$ cat src/rtl/alu_pkg.sv
// rtl/alu_pkg.sv - shared opcodes, M-unit function codes and FSM states
package alu_pkg;

  localparam int M_GROUP_BIT = 4;

  typedef enum logic [4:0] {
    OP_ADD    = 5'b00000,
    OP_SUB    = 5'b00001,
    OP_SLL    = 5'b00010,
    OP_SLT    = 5'b00011,
    OP_SLTU   = 5'b00100,
    OP_XOR    = 5'b00101,
    OP_SRL    = 5'b00110,
    OP_SRA    = 5'b00111,
    OP_OR     = 5'b01000,
    OP_AND    = 5'b01001,
    OP_MUL    = 5'b10000,
    OP_MULH   = 5'b10001,
    OP_MULHSU = 5'b10010,
    OP_MULHU  = 5'b10011,
    OP_DIV    = 5'b10100,
    OP_DIVU   = 5'b10101,
    OP_REM    = 5'b10110,
    OP_REMU   = 5'b10111
  } alu_op_e;

  // Low three bits of an M opcode, as seen by the iterative unit
  localparam logic [2:0] MD_MUL    = 3'b000;
  localparam logic [2:0] MD_MULH   = 3'b001;
  localparam logic [2:0] MD_MULHSU = 3'b010;
  localparam logic [2:0] MD_MULHU  = 3'b011;
  localparam logic [2:0] MD_DIV    = 3'b100;
  localparam logic [2:0] MD_DIVU   = 3'b101;
  localparam logic [2:0] MD_REM    = 3'b110;
  localparam logic [2:0] MD_REMU   = 3'b111;

  typedef enum logic [1:0] {
    IDLE  = 2'b00,
    CALC  = 2'b01,
    FIXUP = 2'b10,
    DONE  = 2'b11
  } muldiv_state_e;

  // 11xxx codes alias to plain mul
  function automatic logic [2:0] md_func(input logic [4:0] ctrl);
    return ctrl[3] ? MD_MUL : ctrl[2:0];
  endfunction

endpackage

$ cat src/rtl/alu_muldiv_if.sv
// rtl/alu_muldiv_if.sv - operand/control/result bundle between pipeline and execute ALU
interface alu_muldiv_if #(
  parameter int DATA_WIDTH     = 32,
  parameter int ALU_CTRL_WIDTH = 5
) ();

  logic [DATA_WIDTH-1:0]     SrcA;
  logic [DATA_WIDTH-1:0]     SrcB;
  logic [ALU_CTRL_WIDTH-1:0] ALUControl;
  logic                      Start;
  logic [DATA_WIDTH-1:0]     ALUResult;
  logic                      Zero;
  logic                      Busy;
  logic                      Done;

  modport master (
    output SrcA, SrcB, ALUControl, Start,
    input  ALUResult, Zero, Busy, Done
  );

  modport slave (
    input  SrcA, SrcB, ALUControl, Start,
    output ALUResult, Zero, Busy, Done
  );

endinterface

$ cat src/rtl/muldiv_iter.sv
// rtl/muldiv_iter.sv - radix-2 iterative multiply/divide unit with sign fixup
module muldiv_iter
  import alu_pkg::*;
#(
  parameter int DATA_WIDTH = 32
) (
  input  logic                  clk,
  input  logic                  rst,
  input  logic                  start,
  input  logic [2:0]            func,
  input  logic [DATA_WIDTH-1:0] src_a,
  input  logic [DATA_WIDTH-1:0] src_b,
  output logic [DATA_WIDTH-1:0] result,
  output logic                  busy,
  output logic                  done
);

  localparam int W  = DATA_WIDTH;
  localparam int CW = $clog2(DATA_WIDTH + 1);
  localparam logic [CW-1:0] CNT_LOAD = CW'(DATA_WIDTH);
  localparam logic [CW-1:0] CNT_ONE  = CW'(1);
  localparam logic [W-1:0]  MOST_NEG = {1'b1, {(W-1){1'b0}}};

  muldiv_state_e state, state_nx;
  logic          capture;

  logic [CW-1:0] cnt;
  logic [2:0]    func_q;
  logic [W-1:0]  opnd_q;      // multiplicand or divisor magnitude
  logic [W-1:0]  hi_q;        // product high half / partial remainder
  logic [W-1:0]  lo_q;        // multiplier->product low half / dividend->quotient
  logic [W-1:0]  dividend_q;  // raw SrcA, returned as remainder on divide by zero
  logic          neg_q;       // product/quotient must be negated
  logic          neg_rem_q;   // remainder takes the dividend's sign
  logic          dz_q;
  logic          ovf_q;

  logic          is_div;
  logic          signed_a;
  logic          signed_b;
  logic          sa;
  logic          sb;
  logic [W-1:0]  mag_a;
  logic [W-1:0]  mag_b;

  assign is_div   = func[2];
  assign signed_a = (func == MD_MULH) || (func == MD_MULHSU) ||
                    (func == MD_DIV)  || (func == MD_REM);
  assign signed_b = (func == MD_MULH) || (func == MD_DIV) || (func == MD_REM);
  assign sa       = signed_a & src_a[W-1];
  assign sb       = signed_b & src_b[W-1];
  assign mag_a    = sa ? (~src_a + 1'b1) : src_a;
  assign mag_b    = sb ? (~src_b + 1'b1) : src_b;

  logic [W:0]     add_sum;
  logic [W:0]     trial;
  logic [2*W-1:0] prod_s;
  logic [W-1:0]   quo_s;
  logic [W-1:0]   rem_s;
  logic [W-1:0]   fix_res;

  assign add_sum = {1'b0, hi_q} + (lo_q[0] ? {1'b0, opnd_q} : {(W+1){1'b0}});
  assign trial   = {hi_q, lo_q[W-1]} - {1'b0, opnd_q};
  assign prod_s  = neg_q ? (~{hi_q, lo_q} + 1'b1) : {hi_q, lo_q};
  assign quo_s   = neg_q ? (~lo_q + 1'b1) : lo_q;
  assign rem_s   = neg_rem_q ? (~hi_q + 1'b1) : hi_q;

  // Final result selection: half select, sign correction, special-case override
  always_comb begin
    fix_res = prod_s[W-1:0];
    case (func_q)
      MD_MUL:                       fix_res = prod_s[W-1:0];
      MD_MULH, MD_MULHSU, MD_MULHU: fix_res = prod_s[2*W-1:W];
      MD_DIV, MD_DIVU: begin
        if (dz_q)       fix_res = {W{1'b1}};
        else if (ovf_q) fix_res = MOST_NEG;
        else            fix_res = quo_s;
      end
      default: begin
        if (dz_q)       fix_res = dividend_q;
        else if (ovf_q) fix_res = {W{1'b0}};
        else            fix_res = rem_s;
      end
    endcase
  end

  // State register
  always_ff @(posedge clk or posedge rst) begin
    if (rst) state <= IDLE;
    else     state <= state_nx;
  end

  // Next state; launches are accepted only from IDLE or DONE
  always_comb begin
    state_nx = state;
    capture  = 1'b0;
    case (state)
      IDLE: begin
        if (start) begin
          capture  = 1'b1;
          state_nx = CALC;
        end
      end
      CALC: begin
        if (cnt == CNT_ONE) state_nx = FIXUP;
      end
      FIXUP: state_nx = DONE;
      DONE: begin
        if (start) begin
          capture  = 1'b1;
          state_nx = CALC;
        end else begin
          state_nx = IDLE;
        end
      end
      default: state_nx = IDLE;
    endcase
  end

  assign busy = (state == CALC) || (state == FIXUP);
  assign done = (state == DONE);

  // Operand capture, one shift-add / shift-subtract step per CALC cycle, result write in FIXUP
  always_ff @(posedge clk or posedge rst) begin
    if (rst) begin
      cnt        <= '0;
      func_q     <= MD_MUL;
      opnd_q     <= '0;
      hi_q       <= '0;
      lo_q       <= '0;
      dividend_q <= '0;
      neg_q      <= 1'b0;
      neg_rem_q  <= 1'b0;
      dz_q       <= 1'b0;
      ovf_q      <= 1'b0;
      result     <= '0;
    end else if (capture) begin
      cnt        <= CNT_LOAD;
      func_q     <= func;
      opnd_q     <= is_div ? mag_b : mag_a;
      hi_q       <= '0;
      lo_q       <= is_div ? mag_a : mag_b;
      dividend_q <= src_a;
      neg_q      <= sa ^ sb;
      neg_rem_q  <= sa;
      dz_q       <= is_div && (src_b == '0);
      ovf_q      <= is_div && signed_a && (src_a == MOST_NEG) && (src_b == {W{1'b1}});
    end else if (state == CALC) begin
      cnt <= cnt - CNT_ONE;
      if (func_q[2]) begin
        if (!trial[W]) begin
          hi_q <= trial[W-1:0];
          lo_q <= {lo_q[W-2:0], 1'b1};
        end else begin
          hi_q <= {hi_q[W-2:0], lo_q[W-1]};
          lo_q <= {lo_q[W-2:0], 1'b0};
        end
      end else begin
        hi_q <= add_sum[W:1];
        lo_q <= {add_sum[0], lo_q[W-1:1]};
      end
    end else if (state == FIXUP) begin
      result <= fix_res;
    end
  end

endmodule

$ cat src/rtl/alu_muldiv.sv
// rtl/alu_muldiv.sv - execute-stage ALU: combinational base ops plus iterative M unit
module alu_muldiv
  import alu_pkg::*;
#(
  parameter int DATA_WIDTH     = 32,
  parameter int ALU_CTRL_WIDTH = 5,
  parameter int SHIFT_WIDTH    = $clog2(DATA_WIDTH)
) (
  input  logic        clk,
  input  logic        rst,
  alu_muldiv_if.slave bus
);

  logic [4:0]             op;
  logic                   m_group;
  logic [SHIFT_WIDTH-1:0] shamt;
  logic [DATA_WIDTH-1:0]  base_res;
  logic [DATA_WIDTH-1:0]  m_res;
  logic [DATA_WIDTH-1:0]  alu_res;
  logic                   m_busy;
  logic                   m_done;

  assign op      = bus.ALUControl[4:0];
  assign m_group = bus.ALUControl[M_GROUP_BIT];
  assign shamt   = bus.SrcB[SHIFT_WIDTH-1:0];

  // Single-cycle base group; unlisted codes fall back to add
  always_comb begin
    base_res = bus.SrcA + bus.SrcB;
    case (op)
      OP_ADD:  base_res = bus.SrcA + bus.SrcB;
      OP_SUB:  base_res = bus.SrcA - bus.SrcB;
      OP_SLL:  base_res = bus.SrcA << shamt;
      OP_SLT:  base_res = {{(DATA_WIDTH-1){1'b0}}, ($signed(bus.SrcA) < $signed(bus.SrcB))};
      OP_SLTU: base_res = {{(DATA_WIDTH-1){1'b0}}, (bus.SrcA < bus.SrcB)};
      OP_XOR:  base_res = bus.SrcA ^ bus.SrcB;
      OP_SRL:  base_res = bus.SrcA >> shamt;
      OP_SRA:  base_res = $signed(bus.SrcA) >>> shamt;
      OP_OR:   base_res = bus.SrcA | bus.SrcB;
      OP_AND:  base_res = bus.SrcA & bus.SrcB;
      default: base_res = bus.SrcA + bus.SrcB;
    endcase
  end

  muldiv_iter #(
    .DATA_WIDTH (DATA_WIDTH)
  ) u_muldiv (
    .clk    (clk),
    .rst    (rst),
    .start  (bus.Start & m_group),
    .func   (md_func(op)),
    .src_a  (bus.SrcA),
    .src_b  (bus.SrcB),
    .result (m_res),
    .busy   (m_busy),
    .done   (m_done)
  );

  assign alu_res       = m_group ? m_res : base_res;
  assign bus.ALUResult = alu_res;
  assign bus.Zero      = (alu_res == '0);
  assign bus.Busy      = m_busy;
  assign bus.Done      = m_done;

endmodule

$ cat src/flat_wrapper.sv
// flat-port wrapper written by rule: the top's interface ports become plain ports
module alu_muldiv_flat import alu_pkg::*;
#(
  parameter int DATA_WIDTH     = 32,
  parameter int ALU_CTRL_WIDTH = 5,
  parameter int SHIFT_WIDTH    = $clog2(DATA_WIDTH)
)
  (clk, rst, bus_SrcA, bus_SrcB, bus_ALUControl, bus_Start, bus_ALUResult, bus_Zero, bus_Busy, bus_Done);
  alu_muldiv_if #(.DATA_WIDTH(DATA_WIDTH), .ALU_CTRL_WIDTH(ALU_CTRL_WIDTH)) bus_i ();
  input  logic clk;
  input  logic rst;
  input wire logic [$bits(bus_i.SrcA)-1:0] bus_SrcA;
  input wire logic [$bits(bus_i.SrcB)-1:0] bus_SrcB;
  input wire logic [$bits(bus_i.ALUControl)-1:0] bus_ALUControl;
  input wire logic [$bits(bus_i.Start)-1:0] bus_Start;
  output wire logic [$bits(bus_i.ALUResult)-1:0] bus_ALUResult;
  output wire logic [$bits(bus_i.Zero)-1:0] bus_Zero;
  output wire logic [$bits(bus_i.Busy)-1:0] bus_Busy;
  output wire logic [$bits(bus_i.Done)-1:0] bus_Done;
  assign bus_i.SrcA = bus_SrcA;
  assign bus_i.SrcB = bus_SrcB;
  assign bus_i.ALUControl = bus_ALUControl;
  assign bus_i.Start = bus_Start;
  assign bus_ALUResult = bus_i.ALUResult;
  assign bus_Zero = bus_i.Zero;
  assign bus_Busy = bus_i.Busy;
  assign bus_Done = bus_i.Done;
  alu_muldiv #(.DATA_WIDTH(DATA_WIDTH), .ALU_CTRL_WIDTH(ALU_CTRL_WIDTH), .SHIFT_WIDTH(SHIFT_WIDTH)) u_core (.clk(clk), .rst(rst), .bus(bus_i));
endmodule
$ cat config.mk
export PLATFORM = sky130hd
export DESIGN_NAME = alu_muldiv_flat
export DESIGN_NICKNAME = d
export VERILOG_FILES = /design/src/rtl/alu_pkg.sv /design/src/rtl/alu_muldiv_if.sv /design/src/rtl/muldiv_iter.sv /design/src/rtl/alu_muldiv.sv /design/src/flat_wrapper.sv
export SDC_FILE = /design/constraint.sdc
export NUM_CORES = 1
export LEC_CHECK = 0
export CAP_MARGIN = 30
export CORE_ASPECT_RATIO = 1.1
export CORE_MARGIN = 5
export CORE_UTILIZATION = 45
export CTS_CLUSTER_DIAMETER = 100
export CTS_CLUSTER_SIZE = 16
export DETAILED_ROUTE_END_ITERATION = 8
export DONT_BUFFER_PORTS = 1
export PLACE_DENSITY = 0.63
export SYNTH_ARGS = -nofsm -noshare
export SYNTH_HDL_FRONTEND = slang
export SYNTH_HIERARCHICAL = 1
export SYNTH_SLANG_ARGS = --single-unit
export TNS_END_PERCENT = 1
$ cat constraint.sdc
create_clock -name clk -period 9.09 [get_ports clk]
set_input_delay 1.3635 -clock clk [delete_from_list [all_inputs] [get_ports clk]]
set_output_delay 1.3635 -clock clk [all_outputs]
set_load 0.01 [all_outputs]
==> flow_metrics.py <==
metrics = {
    "sta": {
        "setup_viol": 0,
        "slew_headroom": 0.236,
        "fin_crit_ns": 7.46,
        "hold_violations": 0,
        "tightest_slew_ns": 1.13,
        "slew_violations": 0,
        "fin_tns_setup_ns": 0,
        "max_clock_freq_mhz": 134,
        "fin_crit_sh": 0.820,
        "rsz0062_at_grt": "no",
        "fin_skew_ns": 0.0182,
    },
    "global_routing": {
        "globalRouteOverflowTotal": 0,
        "grt_use_total": 0.375,
        "grt_pass1_vias": 27400,
        "antenna_found_initial": 10,
        "grt_pass1_wl_mm": 186,
        "grt_max_degree": 113,
    },
    "critical_path": {
        "crit_fanout": 26,
        "slowest_delay_ns": 0.70,
        "cp.buffers_inverters": 1,
        "path_cells": "inv_1 > ha_1 > a21oi_1 > o211ai_1 > a31oi_1 > a211o_1 > o22a_1 > o22ai_1 > o22a_1 > a2111oi_0 > nand4_1 > or4_4 > nor4b_4",
        "critPathSlowestCell": "a2111oi_0",
        "crit_top_cell": "o22a_1",
        "timing.rr.end": "u_core/u_muldiv/hi_q[30]",
        "r2r_slack_ns": 4.46,
        "required_ns": 7.73,
        "path_delay_family": "compound AO/OA/AOI/OAI gates",
        "critical_path.startpoint_type": "input port",
        "cp_num_cells": 13,
        "worstPathArrival_ns": 6.09,
        "reg2regPathDepth": 14,
        "r2r-start": "u_core/u_muldiv/lo_q[0]",
        "end_kind": "output pin",
        "crit_type": "input port to output pin",
    },
    "synth": {
        "synth-seq-cells": 175,
        "synth_most_common_cell": "nand2_1",
        "yosysTopAreaCellShare": 0.163,
        "yosysTopAreaCell": "dfrtp_1",
        "syn-num-nets": 3905,
        "synth_common_cells": "nand2_1, nor2_1, o21ai_0",
        "syn_inst": 3656,
        "synth_area_leaders": "dfrtp_1, ha_1, nand2_1",
        "yosysSeqAreaShare": 0.163,
        "syn_area_um2": 26800,
        "syn_avg_cell_area_um2": 7.34,
        "yosys_warnings": 6,
        "ys.flop_type": "dfrtp_1",
        "yosysUniqueCellTypes": 107,
        "ys_async_sr_fraction": 1.00,
        "synth_edf_count": 0,
    },
    "clock_tree": {
        "clk_root_buffer_cell": "clkbuf_16",
        "cts_setup_buffers": 0,
        "htree_levels": 4,
        "hold_buffers": 0,
        "clk_pin_slew_ns": 0.08,
        "cts_tree": "yes",
        "cts_inserted_buffers": 17,
        "clock_latency_ns": 0.47,
        "cts.repair.resized": 0,
        "cts_max_path_buffers": 2,
        "clkSinkCount": 175,
    },
    "hold_path": {
        "min_from": "u_core/u_muldiv/dividend_q[29]",
        "hp-class": "register to register",
        "whs_endpoint": "u_core/u_muldiv/dividend_q[29]",
        "hold_path_depth": 2,
    },
    "placement": {
        "dp_hpwl_mm": 95.2,
        "placedCellCount": 4186,
        "gp_congestion": 1.10,
        "numPortBuffers": 0,
        "place_area_um2": 27000,
    },
    "die": {
        "fp-row-count": 94,
        "chipHeight_um": 266,
        "core-area_um2": 59500,
        "die_w_um": 243,
        "dieArea_um2": 64600,
        "ios": 107,
        "start_util": 0.451,
    },
    "layout": {
        "stdcell_count": 4221,
        "final_area_um2": 27600,
        "final_util": 0.464,
        "area.growth.synth_to_final_pct": 2.80,
        "nets": 3686,
        "drive_above_1_share": 0.0667,
    },
    "route": {
        "viasPerCell": 6.97,
        "drtIter0Drc": 4048,
        "wl_met3_mm": 11.8,
        "route.detailed.drc": 0,
        "routed_wirelength_mm": 127,
        "maxUsedRoutingLayer": "met5",
        "wl_per_cell_um": 30.1,
        "ant_nets": 0,
        "met2_length_mm": 57.1,
        "drt_first_pass_iters": 6,
        "vias": 29400,
        "met1_length_mm": 47.6,
    },
    "power_and_ir_drop": {
        "p_per_area_nw_per_um2": 278,
        "ir_worst_vdd_v": 0.000209,
        "p_leak_nw": 11.0,
    },
    "job": {
        "maxCapViolations": 0,
    },
    "status": {
        "status": "complete, no violations",
    },
}
[cell usage in the layout (no fill, tap or decap), drive strengths merged, types with 51 or more instances in the layout]
cell type	count
inv	190
a21oi	252
o211ai	95
dfrtp	175
nor3	113
xor2	73
a221oi	53
nor2	325
ha	173
nand2	436
xnor2	150
o21ai	277
a211oi	51
nand3	61
mux2i	117
[area by class of cell]
type	instances	area, µm²
Antenna cell	3	7.51
Clock buffer	17	425
Clock inverter	15	161
Fill cell	6144	31900
Inverter	184	698
Multi-Input combinational cell	3019	20700
Sequential cell	175	4380
Tap cell	768	961
Timing Repair Buffer	40	300
[stage by stage]
step | setup slack, ns | power [mW] | hold slack (ns)
floorplan | 2.04 | 5.39 | 0.446
global placement | 1.86 | 6.72 | 0.458
detailed placement | 1.84 | 6.75 | 0.463
CTS | 1.82 | 7.56 | 0.482
global route | 1.53 | 8.22 | 0.512
finish | 1.63 | 7.66 | 0.483
[sequential cells by signal, summed over array words and instances, names as in the netlist]
name	flops
u_core/u_muldiv/ovf_q	1
u_core/u_muldiv/dz_q	1
u_core/u_muldiv/dividend_q	32
u_core/u_muldiv/neg_rem_q	1
u_core/u_muldiv/result	32
u_core/u_muldiv/state	2
u_core/u_muldiv/cnt	6
u_core/u_muldiv/func_q	3
u_core/u_muldiv/lo_q	32
u_core/u_muldiv/opnd_q	32
u_core/u_muldiv/hi_q	32
u_core/u_muldiv/neg_q	1
[power by group]
group	leakage (nW)	switching [mW]	internal [mW]	total, mW
clock network	0.286	0.378	0.392	0.770
registers	2.13	0.575	1.15	1.73
logic	8.62	3.17	2.00	5.16
total	11.0	4.12	3.54	7.66
[worst max path at each step]
stage	start	slack (ns)	end
after global placement	bus_SrcB[1]	1.86	bus_Zero
after CTS	bus_SrcB[4]	1.82	bus_Zero
after detailed placement	bus_SrcB[4]	1.84	bus_Zero
after floorplan	bus_SrcB[1]	2.04	bus_Zero
after global routing	bus_SrcB[3]	1.53	bus_Zero
final	bus_SrcB[4]	1.63	bus_Zero
[worst min-delay path, cell delays in order, from the launching register on]
cell and delay [ns]:
dfrtp_1 0.35, nand2_1 0.05, nand2_1 0.05
[layer usage]
metal	vias up	GRT usage
met5	-	0
li1	13000	-
met2	1843	0.610
met4	12	0.242
met3	468	0.0665
met1	14100	0.458
[kinds of logic (layout without fill, tap and decap cells)]
family,count (synthesis),count (layout),share of synthesized area
buffers and inverters,462,256,0.0694
AO/OA/AOI/OAI,1128,1128,0.280
AND/OR/NAND/NOR,1280,1280,0.228
other,0,3,0
multiplexers,211,211,0.103
XOR/XNOR,223,223,0.0728
adder cells (fa/ha/maj),177,177,0.0836
flip-flops,175,175,0.163
(Power assumes the default switching activity.)
